File: config.mk
export PLATFORM = sky130hd
export DESIGN_NAME = clk_bringup_seq
export DESIGN_NICKNAME = d
export VERILOG_FILES = /design/src/rtl/clk_bringup_pkg.sv /design/src/rtl/clk_bringup_timer.sv /design/src/rtl/clk_bringup_seq.sv
export SDC_FILE = /design/constraint.sdc
export NUM_CORES = 1
export LEC_CHECK = 0
export ABC_AREA = 1
export CORE_MARGIN = 8
export CORE_UTILIZATION = 61
export CTS_CLUSTER_SIZE = 14
export DETAILED_ROUTE_END_ITERATION = 6
export GPL_ROUTABILITY_DRIVEN = 0
export PLACE_DENSITY = 0.86
export REMOVE_ABC_BUFFERS = 1
export SKIP_LAST_GASP = 1
export SYNTH_ARGS = -nofsm -noshare
export SYNTH_HDL_FRONTEND = slang
export SYNTH_SLANG_ARGS = --single-unit
File: constraint.sdc
create_clock -name clk -period 3.6 [get_ports clk]
set_input_delay 0.54 -clock clk [delete_from_list [all_inputs] [get_ports clk]]
set_output_delay 0.54 -clock clk [all_outputs]
set_load 0.005 [all_outputs]
File: src/rtl/clk_bringup_pkg.sv
// Shared types for the clock bring-up sequencer: state encoding, failure
// codes and the measured-count type.
package clk_bringup_pkg;

    typedef enum logic [3:0] {
        ST_IDLE,
        ST_PLL_RST,
        ST_PLL_WAIT,
        ST_SEL,
        ST_CLK_WAIT,
        ST_MEAS,
        ST_SETTLE,
        ST_CHECK,
        ST_RUN,
        ST_FAIL
    } state_e;

    typedef logic [2:0] fail_code_t;

    localparam fail_code_t FC_NONE      = 3'd0;
    localparam fail_code_t FC_PLL_TMO   = 3'd1;
    localparam fail_code_t FC_CLK_TMO   = 3'd2;
    localparam fail_code_t FC_COUNT     = 3'd3;
    localparam fail_code_t FC_LOCK_LOST = 3'd4;

    typedef logic [23:0] count_t;

    // Shared timer width; wide enough for any lock timeout or window.
    localparam int TMR_W = 32;
    typedef logic [TMR_W-1:0] tmr_t;

endpackage

File: src/rtl/clk_bringup_timer.sv
// bringup_timer: loadable down-counter shared by every timed state of the
// bring-up sequencer. It holds at zero, and expired_o flags the zero count.
module bringup_timer
    import clk_bringup_pkg::*;
(
    input  logic clk,
    input  logic reset,
    input  logic load_i,
    input  tmr_t load_val_i,
    output logic expired_o
);

    tmr_t cnt_q;

    // Load on state entry, otherwise count down and stick at zero.
    always_ff @(posedge clk) begin
        if (reset) begin
            cnt_q <= '0;
        end else if (load_i) begin
            cnt_q <= load_val_i;
        end else if (cnt_q != '0) begin
            cnt_q <= cnt_q - tmr_t'(1);
        end
    end

    assign expired_o = (cnt_q == '0);

endmodule

File: src/rtl/clk_bringup_seq.sv
// clk_bringup_seq: autonomous clock bring-up sequencer (PLL reset and lock,
// ClkWiz select and lock, frequency check, then system reset release).
// Optional feature: define CLK_BRINGUP_RETRY_EN to retry failure codes 1-3
// up to MAX_RETRIES times before settling in FAIL.
module clk_bringup_seq
    import clk_bringup_pkg::*;
#(
    parameter int PLL_RST_CYCLES = 16,
    parameter int LOCK_TIMEOUT   = 100000,
    parameter int MEAS_WINDOW    = 100000,
    parameter int COUNT_MIN      = 95000,
    parameter int COUNT_MAX      = 97000,
    parameter int SETTLE_CYCLES  = 8,
    parameter int MAX_RETRIES    = 3
) (
    input  logic        clk,
    input  logic        reset,
    input  logic        start,
    input  logic        clk_sel,
    output logic        pll_reset_o,
    input  logic        pll_locked_i,
    output logic        clkwiz_sel_o,
    input  logic        clkwiz_locked_i,
    output logic        fmeas_en_o,
    input  logic [23:0] fmeas_count_i,
    output logic        sys_reset_o,
    output logic        busy,
    output logic        done,
    output logic        fail,
    output logic [2:0]  fail_code,
    output logic [23:0] meas_count
);

`ifdef CLK_BRINGUP_RETRY_EN
    localparam bit RETRY_EN = 1'b1;
`else
    localparam bit RETRY_EN = 1'b0;
`endif
    // With retries disabled the limit is zero, so the retry path never fires.
    localparam logic [31:0] RETRY_LIMIT = RETRY_EN ? 32'(MAX_RETRIES) : 32'd0;

    state_e     state_q, state_d;
    logic       sel_q, clkwiz_sel_q;
    fail_code_t fail_code_q;
    count_t     meas_q;
    logic [31:0] retry_q;

    logic       tmr_load, tmr_exp;
    tmr_t       tmr_val;
    logic       start_acc, fail_set, meas_sample, can_retry, in_window;
    fail_code_t fail_val;

    bringup_timer u_timer (
        .clk        (clk),
        .reset      (reset),
        .load_i     (tmr_load),
        .load_val_i (tmr_val),
        .expired_o  (tmr_exp)
    );

    // retry_q only ever counts up to the limit, so inequality means "left".
    assign can_retry = (retry_q != RETRY_LIMIT);
    assign in_window = (meas_q >= count_t'(COUNT_MIN)) && (meas_q <= count_t'(COUNT_MAX));

    // State register.
    always_ff @(posedge clk) begin
        if (reset) begin
            state_q <= ST_IDLE;
        end else begin
            state_q <= state_d;
        end
    end

    // Next-state logic, failure routing and timer reload on every state entry.
    always_comb begin
        state_d     = state_q;
        start_acc   = 1'b0;
        fail_set    = 1'b0;
        fail_val    = FC_NONE;
        meas_sample = 1'b0;
        case (state_q)
            ST_IDLE, ST_FAIL: begin
                if (start) begin
                    state_d   = ST_PLL_RST;
                    start_acc = 1'b1;
                end
            end
            ST_PLL_RST:  if (tmr_exp) state_d = ST_PLL_WAIT;
            ST_PLL_WAIT: begin
                if (pll_locked_i) begin
                    state_d = ST_SEL;
                end else if (tmr_exp) begin
                    fail_set = 1'b1;
                    fail_val = FC_PLL_TMO;
                end
            end
            ST_SEL:      state_d = ST_CLK_WAIT;
            ST_CLK_WAIT: begin
                if (clkwiz_locked_i) begin
                    state_d = ST_MEAS;
                end else if (tmr_exp) begin
                    fail_set = 1'b1;
                    fail_val = FC_CLK_TMO;
                end
            end
            ST_MEAS:     if (tmr_exp) state_d = ST_SETTLE;
            ST_SETTLE: begin
                if (tmr_exp) begin
                    state_d     = ST_CHECK;
                    meas_sample = 1'b1;
                end
            end
            ST_CHECK: begin
                if (in_window) begin
                    state_d = ST_RUN;
                end else begin
                    fail_set = 1'b1;
                    fail_val = FC_COUNT;
                end
            end
            ST_RUN: begin
                if (!pll_locked_i || !clkwiz_locked_i) begin
                    fail_set = 1'b1;
                    fail_val = FC_LOCK_LOST;
                end
            end
            default: state_d = ST_IDLE;
        endcase

        // Lock loss in RUN is never retried.
        if (fail_set) begin
            if (fail_val != FC_LOCK_LOST && can_retry) begin
                state_d = ST_PLL_RST;
            end else begin
                state_d = ST_FAIL;
            end
        end

        tmr_load = (state_d != state_q);
        case (state_d)
            ST_PLL_RST:               tmr_val = tmr_t'(PLL_RST_CYCLES - 1);
            ST_PLL_WAIT, ST_CLK_WAIT: tmr_val = tmr_t'(LOCK_TIMEOUT - 1);
            ST_MEAS:                  tmr_val = tmr_t'(MEAS_WINDOW - 1);
            ST_SETTLE:                tmr_val = tmr_t'(SETTLE_CYCLES - 1);
            default:                  tmr_val = '0;
        endcase
    end

    // Moore outputs decoded from the current state.
    always_comb begin
        pll_reset_o = 1'b0;
        sys_reset_o = 1'b1;
        fmeas_en_o  = 1'b0;
        busy        = 1'b0;
        done        = 1'b0;
        fail        = 1'b0;
        case (state_q)
            ST_IDLE:    pll_reset_o = 1'b1;
            ST_PLL_RST: begin
                pll_reset_o = 1'b1;
                busy        = 1'b1;
            end
            ST_MEAS: begin
                fmeas_en_o = 1'b1;
                busy       = 1'b1;
            end
            ST_PLL_WAIT, ST_SEL, ST_CLK_WAIT, ST_SETTLE, ST_CHECK: busy = 1'b1;
            ST_RUN: begin
                sys_reset_o = 1'b0;
                done        = 1'b1;
            end
            ST_FAIL:    fail = 1'b1;
            default:    pll_reset_o = 1'b1;
        endcase
    end

    // Captured select, ClkWiz select, failure code, retry count and sampled count.
    always_ff @(posedge clk) begin
        if (reset) begin
            sel_q        <= 1'b0;
            clkwiz_sel_q <= 1'b0;
            fail_code_q  <= FC_NONE;
            meas_q       <= '0;
            retry_q      <= '0;
        end else begin
            if (start_acc) begin
                sel_q       <= clk_sel;
                fail_code_q <= FC_NONE;
                retry_q     <= '0;
            end
            if (fail_set) begin
                fail_code_q <= fail_val;
                if (state_d == ST_PLL_RST) begin
                    retry_q <= retry_q + 32'd1;
                end
            end
            if (state_d == ST_SEL && state_q != ST_SEL) begin
                clkwiz_sel_q <= sel_q;
            end
            if (meas_sample) begin
                meas_q <= fmeas_count_i;
            end
        end
    end

    assign clkwiz_sel_o = clkwiz_sel_q;
    assign fail_code    = fail_code_q;
    assign meas_count   = meas_q;

endmodule
==> Yosys cells after proc, flatten, opt, wreduce, memory -nomap -nowiden <==
Index checks and enable logic that the tools add are counted.
{ "classes": {"n_mux": 40, "magnitude_cmp": 2, "shift": 0, "n_eq_ne": 18, "reduce_logical": 16, "addsub": 2, "div_mod_pow": 0, "n_bitwise": 0, "mul": 0} }
{ "op_table": {"columns": ["operator", "count"], "rows": [
  ["32-bit 2-to-1 mux", 5],
  ["32-bit nonzero test", 2],
  ["17-bit one-hot mux with 3 select lines", 1],
  ["4-bit 2-to-1 mux", 9],
  ["4-bit one-hot mux with 9 select lines", 1],
  ["32-bit by 1-bit adder with 32-bit output (second input constant)", 1],
  ["32-bit zero test", 1],
  ["32-bit by 1-bit subtractor with 32-bit output (second input constant)", 1],
  ["4-bit by 3-bit == test with 1-bit output (second input constant)", 7],
  ["24-bit by 17-bit greater-or-equal comparator with 1-bit output (second input constant)", 1],
  ["24-bit by 17-bit less-or-equal comparator with 1-bit output (second input constant)", 1],
  ["4-bit by 2-bit == test with 1-bit output (second input constant)", 4],
  ["1-bit 2-to-1 mux", 16],
  ["3-bit one-hot mux with 4 select lines", 1],
  ["3-bit 2-to-1 mux", 3],
  ["4-bit by 1-bit == test with 1-bit output (second input constant)", 2],
  ["4-bit == test (second input constant)", 2],
  ["8-bit OR reduction", 1],
  ["7-bit OR reduction", 1],
  ["2-bit 2-to-1 mux", 3],
  ["4-bit zero test", 1],
  ["4-bit by 2-bit != test with 1-bit output (second input constant)", 1],
  ["4-bit != test", 1],
  ["1-bit one-hot mux with 4 select lines", 1],
  ["7 further kinds", 11]
]} }
{ "word_totals": {"rom_bits": 0, "latchBits": 0, "ram_bits": 0, "output_inout_bits": 34, "regBits": 97, "in_bits": 30, "memories": 0} }

==> Longest topological paths before layout <==
{ "depth": {"depth_word": 12, "depth_mapped": 21, "depth_no_buf": 21} }

==> Hierarchy <==
Synthesis repeated with hierarchy kept, for this count alone.
{ "hier_totals": {"hier_cells": 968, "hier_area_um2": 5973.2} }
{ "modules_own_cells": {"columns": ["module", "cells_per_inst", "n_inst", "area_per_inst_um2"], "rows": [
  ["clk_bringup_seq", 603, 1, 3781.1],
  ["bringup_timer", 365, 1, 2192.1]
]} }

==> Worst setup path after synthesis <==
No wires, ideal clock.
{ "synth_path": {"path_type": "register to register", "from": "register u_timer.cnt_q[0]", "to": "register u_timer.cnt_q[10]", "path_stages_with_launch": 17, "synth_period_minus_slack_ns": 2.211, "arrival_ns": 2.084, "path_slack_ns": 1.389, "setup_time_ns": 0.128, "path_buffers": 0, "path_cell_list": "dfxtp_1 -> inv_1 -> ha_1 -> nand2_1 -> nor2_1 -> nand2_1 -> nor2_8 -> a21oi_2 -> nand3_4 -> nor2_2 -> nor2_8 -> nand2_2 -> nand2_4 -> inv_2 -> nand2_1 -> nand2_1 -> nor2_1"} }
{ "synth_between": {"elab_chain_cells": 12} }
{ "synth_rtl": {"columns": ["element", "line", "source"], "rows": [
  ["start, declared", "clk_bringup_timer.sv:13", "tmr_t cnt_q;"],
  ["start signal, assigned", "clk_bringup_timer.sv:20", "cnt_q <= load_val_i;"],
  ["start signal, assigned", "clk_bringup_timer.sv:22", "cnt_q <= cnt_q - tmr_t'(1);"],
  ["32-bit zero test", "clk_bringup_timer.sv:26", "assign expired_o = (cnt_q == '0);"],
  ["1-bit 2-to-1 mux / 2-bit 2-to-1 mux (equally long branches)", "clk_bringup_seq.sv:92, clk_bringup_seq.sv:101", null],
  ["1-bit 2-to-1 mux / 2-bit 2-to-1 mux (equally long branches)", "clk_bringup_seq.sv:90, clk_bringup_seq.sv:99", null],
  ["3-bit one-hot mux with 4 select lines", "clk_bringup_seq.sv:81", "case (state_q)"],
  ["3-bit != test", "clk_bringup_seq.sv:132", "if (fail_val != FC_LOCK_LOST && can_retry) begin"],
  ["1-bit logical AND", "clk_bringup_seq.sv:132", null],
  ["4-bit 2-to-1 mux", "clk_bringup_seq.sv:132", null],
  ["4-bit 2-to-1 mux", "clk_bringup_seq.sv:131", "if (fail_set) begin"],
  ["4-bit by 3-bit == test with 1-bit output / 4-bit by 2-bit == test with 1-bit output (equally long branches)", "clk_bringup_seq.sv:140", "case (state_d)"],
  ["3-bit OR reduction (no source line)", null, null],
  ["17-bit one-hot mux with 3 select lines", "clk_bringup_seq.sv:140", null],
  ["32-bit 2-to-1 mux", "clk_bringup_timer.sv:19", "end else if (load_i) begin"]
]} }
Parallel ways exist; a longest one is shown, timed or not. The select of a mux whose other input is x is not followed.
A chain may end at the register's enable or synchronous reset.

==> Worst setup path in the final report <==
{ "layout_path": {"from": "register u_timer.cnt_q[0]", "to": "register u_timer.cnt_q[9]"} }
Same word-level chain as after synthesis.

==> metrics <==
ys async rst share=0%; CORE AREA=just under 9000 sq um; die area=between 10000 and 15000 sq um; Worst EP arrival=a little over 3 ns; Mapped Cells=approximately 800; internal power=2.49 mW; final antenna-violating net count=0; setup TNS=0 ns; syn_area_per_cell=~7 sq um; ANT cells=0; total grt overflow=0; later-pin clock latency in the skew report=between 0.3 and 0.4 ns; die width=~110 microns; final hold vios=0; CP Capture Type=flop; worst setup path class=reg -> reg; Ys Warns=0; DR vias=roughly 5500; routed len/inst=~15 microns; Leakage Power=2.66 nW; Top delay family on crit path=simple AND/OR/NAND/NOR gates; Placement Cell Area=just over 6000 sq um; Max Cap Violations=0; Total GRT Usage=between 20 and 25%; cts repair resizes=0; Period Utilization, post-route=roughly four fifths; mapped cell area=5460 sq um; Setup Fix Bufs, Post-CTS=0; crit path cell chain=inv_1 -> ha_1 -> and3_1 -> nand3_1 -> nor2_4 -> nand3_4 -> nand2_1 -> nor2_4 -> nand2_4 -> nand2_1 -> nand2_1 -> nor2_4 -> nand2_4 -> inv_2 -> nand2_1 -> nand2_1 -> nor2_1; row count=34; DR DRC count=0; CTS tree=done; outcome=completed; number of global-route vias before repair=roughly 5400; Clock Root Buffer=clkbuf_8; CP most frequent cell=nand2_1; final wirelength=14200 microns; min Tclk post-route=2.82 ns; clk sinks=just under 100; Worst Setup SP=u_timer.cnt_q[0]; initial core utilization=a little over three fifths; CP max-delay cell=dfxtp_1; PD cells=between 700 and 800 nW/um^2; worst path required time=approximately 3.8 ns; Logic pwr share=a little over half; Post-synth EDFFs=0; worst path bufs/invs=2; Top FF cell, synth=dfxtp_1; RSZ-0062 raised after global routing=false; fraction of layout cells with a size suffix above 1=6.77%; post-route cell area=approximately 6400 sq um; Seq/Total Area, Yosys=between 30% and 40%; Switching Fraction=a little under half; DR iter-0 viols=380; FF+latch count, synth=slightly below 100; crit-path max FO=24; reg-to-reg startpoint=u_timer.cnt_q[0]; drt via density=approximately 5.7; hold bufs inserted after CTS=0; clock skew=roughly 0.017 ns; max incr delay on CP=around 0.4 ns; Reg clk slew, reported paths=0.10 ns; sequential share of power=between 20% and 30%; Critical Path Source Type=flop; HPWL Detailed=10200 microns; area grow syn2layout=16.8%; min-delay src=clkwiz_sel_o; H-Tree Depth=3; io pins=64; Max-slew headroom=between 20 and 30%; final setup fails=0; Slew Limit Fails=0; first-pass GRT wire length=approximately 24000 microns; drt first pass iters=6; highest clock rate=between 0.3 and 0.4 GHz; pin count of the biggest net entering global routing=55; clk buf depth=2; Port Buffers=63; P_sw=between 2 and 2.5 mW; Num CTS Buffers=9; Unique masters post-synth=38; die height=between 100 and 150 microns; VDD IR-drop max=0.471 mV; hold crit path type=reg -> reg; final-stage net count=about 900; Worst-Margin Slew=around 1.0 ns; Clk pwr share=between 10% and 20%; initial antenna violation count=0
## worst register-to-register path: stages (launching register included)
cell,delay [ns]
dfxtp_1,0.40
inv_1,0.12
ha_1,0.25
and3_1,0.19
nand3_1,0.13
nor2_4,0.09
nand3_4,0.10
nand2_1,0.10
nor2_4,0.18
nand2_4,0.10
nand2_1,0.07
nand2_1,0.08
nor2_4,0.16
nand2_4,0.21
inv_2,0.15
nand2_1,0.14
nand2_1,0.15
nor2_1,0.05
## cell usage in the layout, fill, tap and decap left out, types with 3 or more instances in the layout
master and instances:
nor2_1 163, nand3_1 40, nand2_2 3, o21ai_1 4
o211a_1 4, dfxtp_1 97, a22oi_1 4, o211ai_1 3
nor4_1 25, nand4_1 14, nand2_4 4, inv_1 83
buf_4 5, clkdlybuf4s50_1 62, a21oi_1 18, nand2_1 136
nor3_1 27, nor2_4 5, o21ai_0 40, xor2_1 38
nor2_2 7, xnor2_1 9, a31oi_1 4, clkinvlp_4 3
ha_1 4, nand3_4 3, a211oi_1 19, clkbuf_8 9
inv_2 6
## area by class of cell
| type | count | area (sq um) |
|---|---|---|
| multi-input cells | 585 | 3070 |
| fillers | 687 | 2350 |
| flip-flops and latches | 97 | 1940 |
| repair buffers | 68 | 663 |
| inverters | 91 | 342 |
| well taps | 108 | 135 |
| clock buffers | 9 | 124 |
| clock inverters | 7 | 100 |
## layer usage
metal	GRT usage (%)	wire length [microns]
met5	0	0
met4	7.21	199
met1	26.2	6060
met2	37.8	6730
met3	6.71	1260
## power by group through the flow
| stage | Clock, mW | Combinational, mW | Sequential, mW |
|---|---|---|---|
| floorplan | 0 | 1.87 | 1.37 |
| global placement | 0 | 2.32 | 1.41 |
| detailed placement | 0 | 2.40 | 1.41 |
| CTS | 0.809 | 2.44 | 1.39 |
| global route | 0.858 | 2.74 | 1.41 |
| finish | 0.812 | 2.48 | 1.39 |
## Yosys cell counts (all sizes together) (7+ instances only)
library cell / n / share of area, %
nand4: 15 / 1.8
nor4: 25 / 2.9
xor2: 38 / 6.1
nor3: 28 / 2.7
nand2: 143 / 11
dfxtp: 97 / 36
nor2: 177 / 14
o21ai: 44 / 4.0
a211oi: 19 / 2.6
nand3: 43 / 4.6
buf: 7 / 0.80
clkbuf: 17 / 1.2
inv: 89 / 6.1
a21oi: 19 / 1.8
xnor2: 9 / 1.4
## logic make-up (layout without fill, tap and decap cells)
family	count (synthesis)	after routing	synth area share, %
AND/OR/NAND/NOR	437	437	37.1
buffers and inverters	115	175	8.23
AO/OA/AOI/OAI	97	97	10.6
flip-flops	97	97	35.6
XOR/XNOR	47	47	7.54
adder cells (fa/ha/maj)	4	4	0.917
## stage by stage
step / utilization, % / hold WS [ns] / total power, mW / worst slack [ns] / instances
2_1_floorplan: - / 0.436 / 3.25 / 0.969 / 773
3_3_place_gp: 70.5 / 0.453 / 3.72 / 0.919 / 949
3_5_place_dp: 70.5 / 0.457 / 3.82 / 0.801 / 949
4_1_cts: 73.1 / 0.477 / 4.64 / 0.808 / 965
5_1_grt: 73.1 / 0.503 / 5.01 / 0.564 / 965
6_report: 73.1 / 0.474 / 4.69 / 0.778 / 965
## sequential cells by signal, summed over array words and instances, names as in the netlist
name / flops
fail_code: 3
meas_count: 24
u_timer.cnt_q: 32
retry_q: 32
state_q: 4
sel_q: 1
clkwiz_sel_o: 1
## path summary, 6_finish.rpt
path	endpoint	slack, ns	cells after the start
hold reg to reg	clkwiz_sel_o	0.47	2
hold / removal	clkwiz_sel_o	0.47	2
setup / recovery	u_timer.cnt_q[9]	0.78	17
setup reg to reg	u_timer.cnt_q[9]	0.78	17
(Power assumes the default switching activity.)
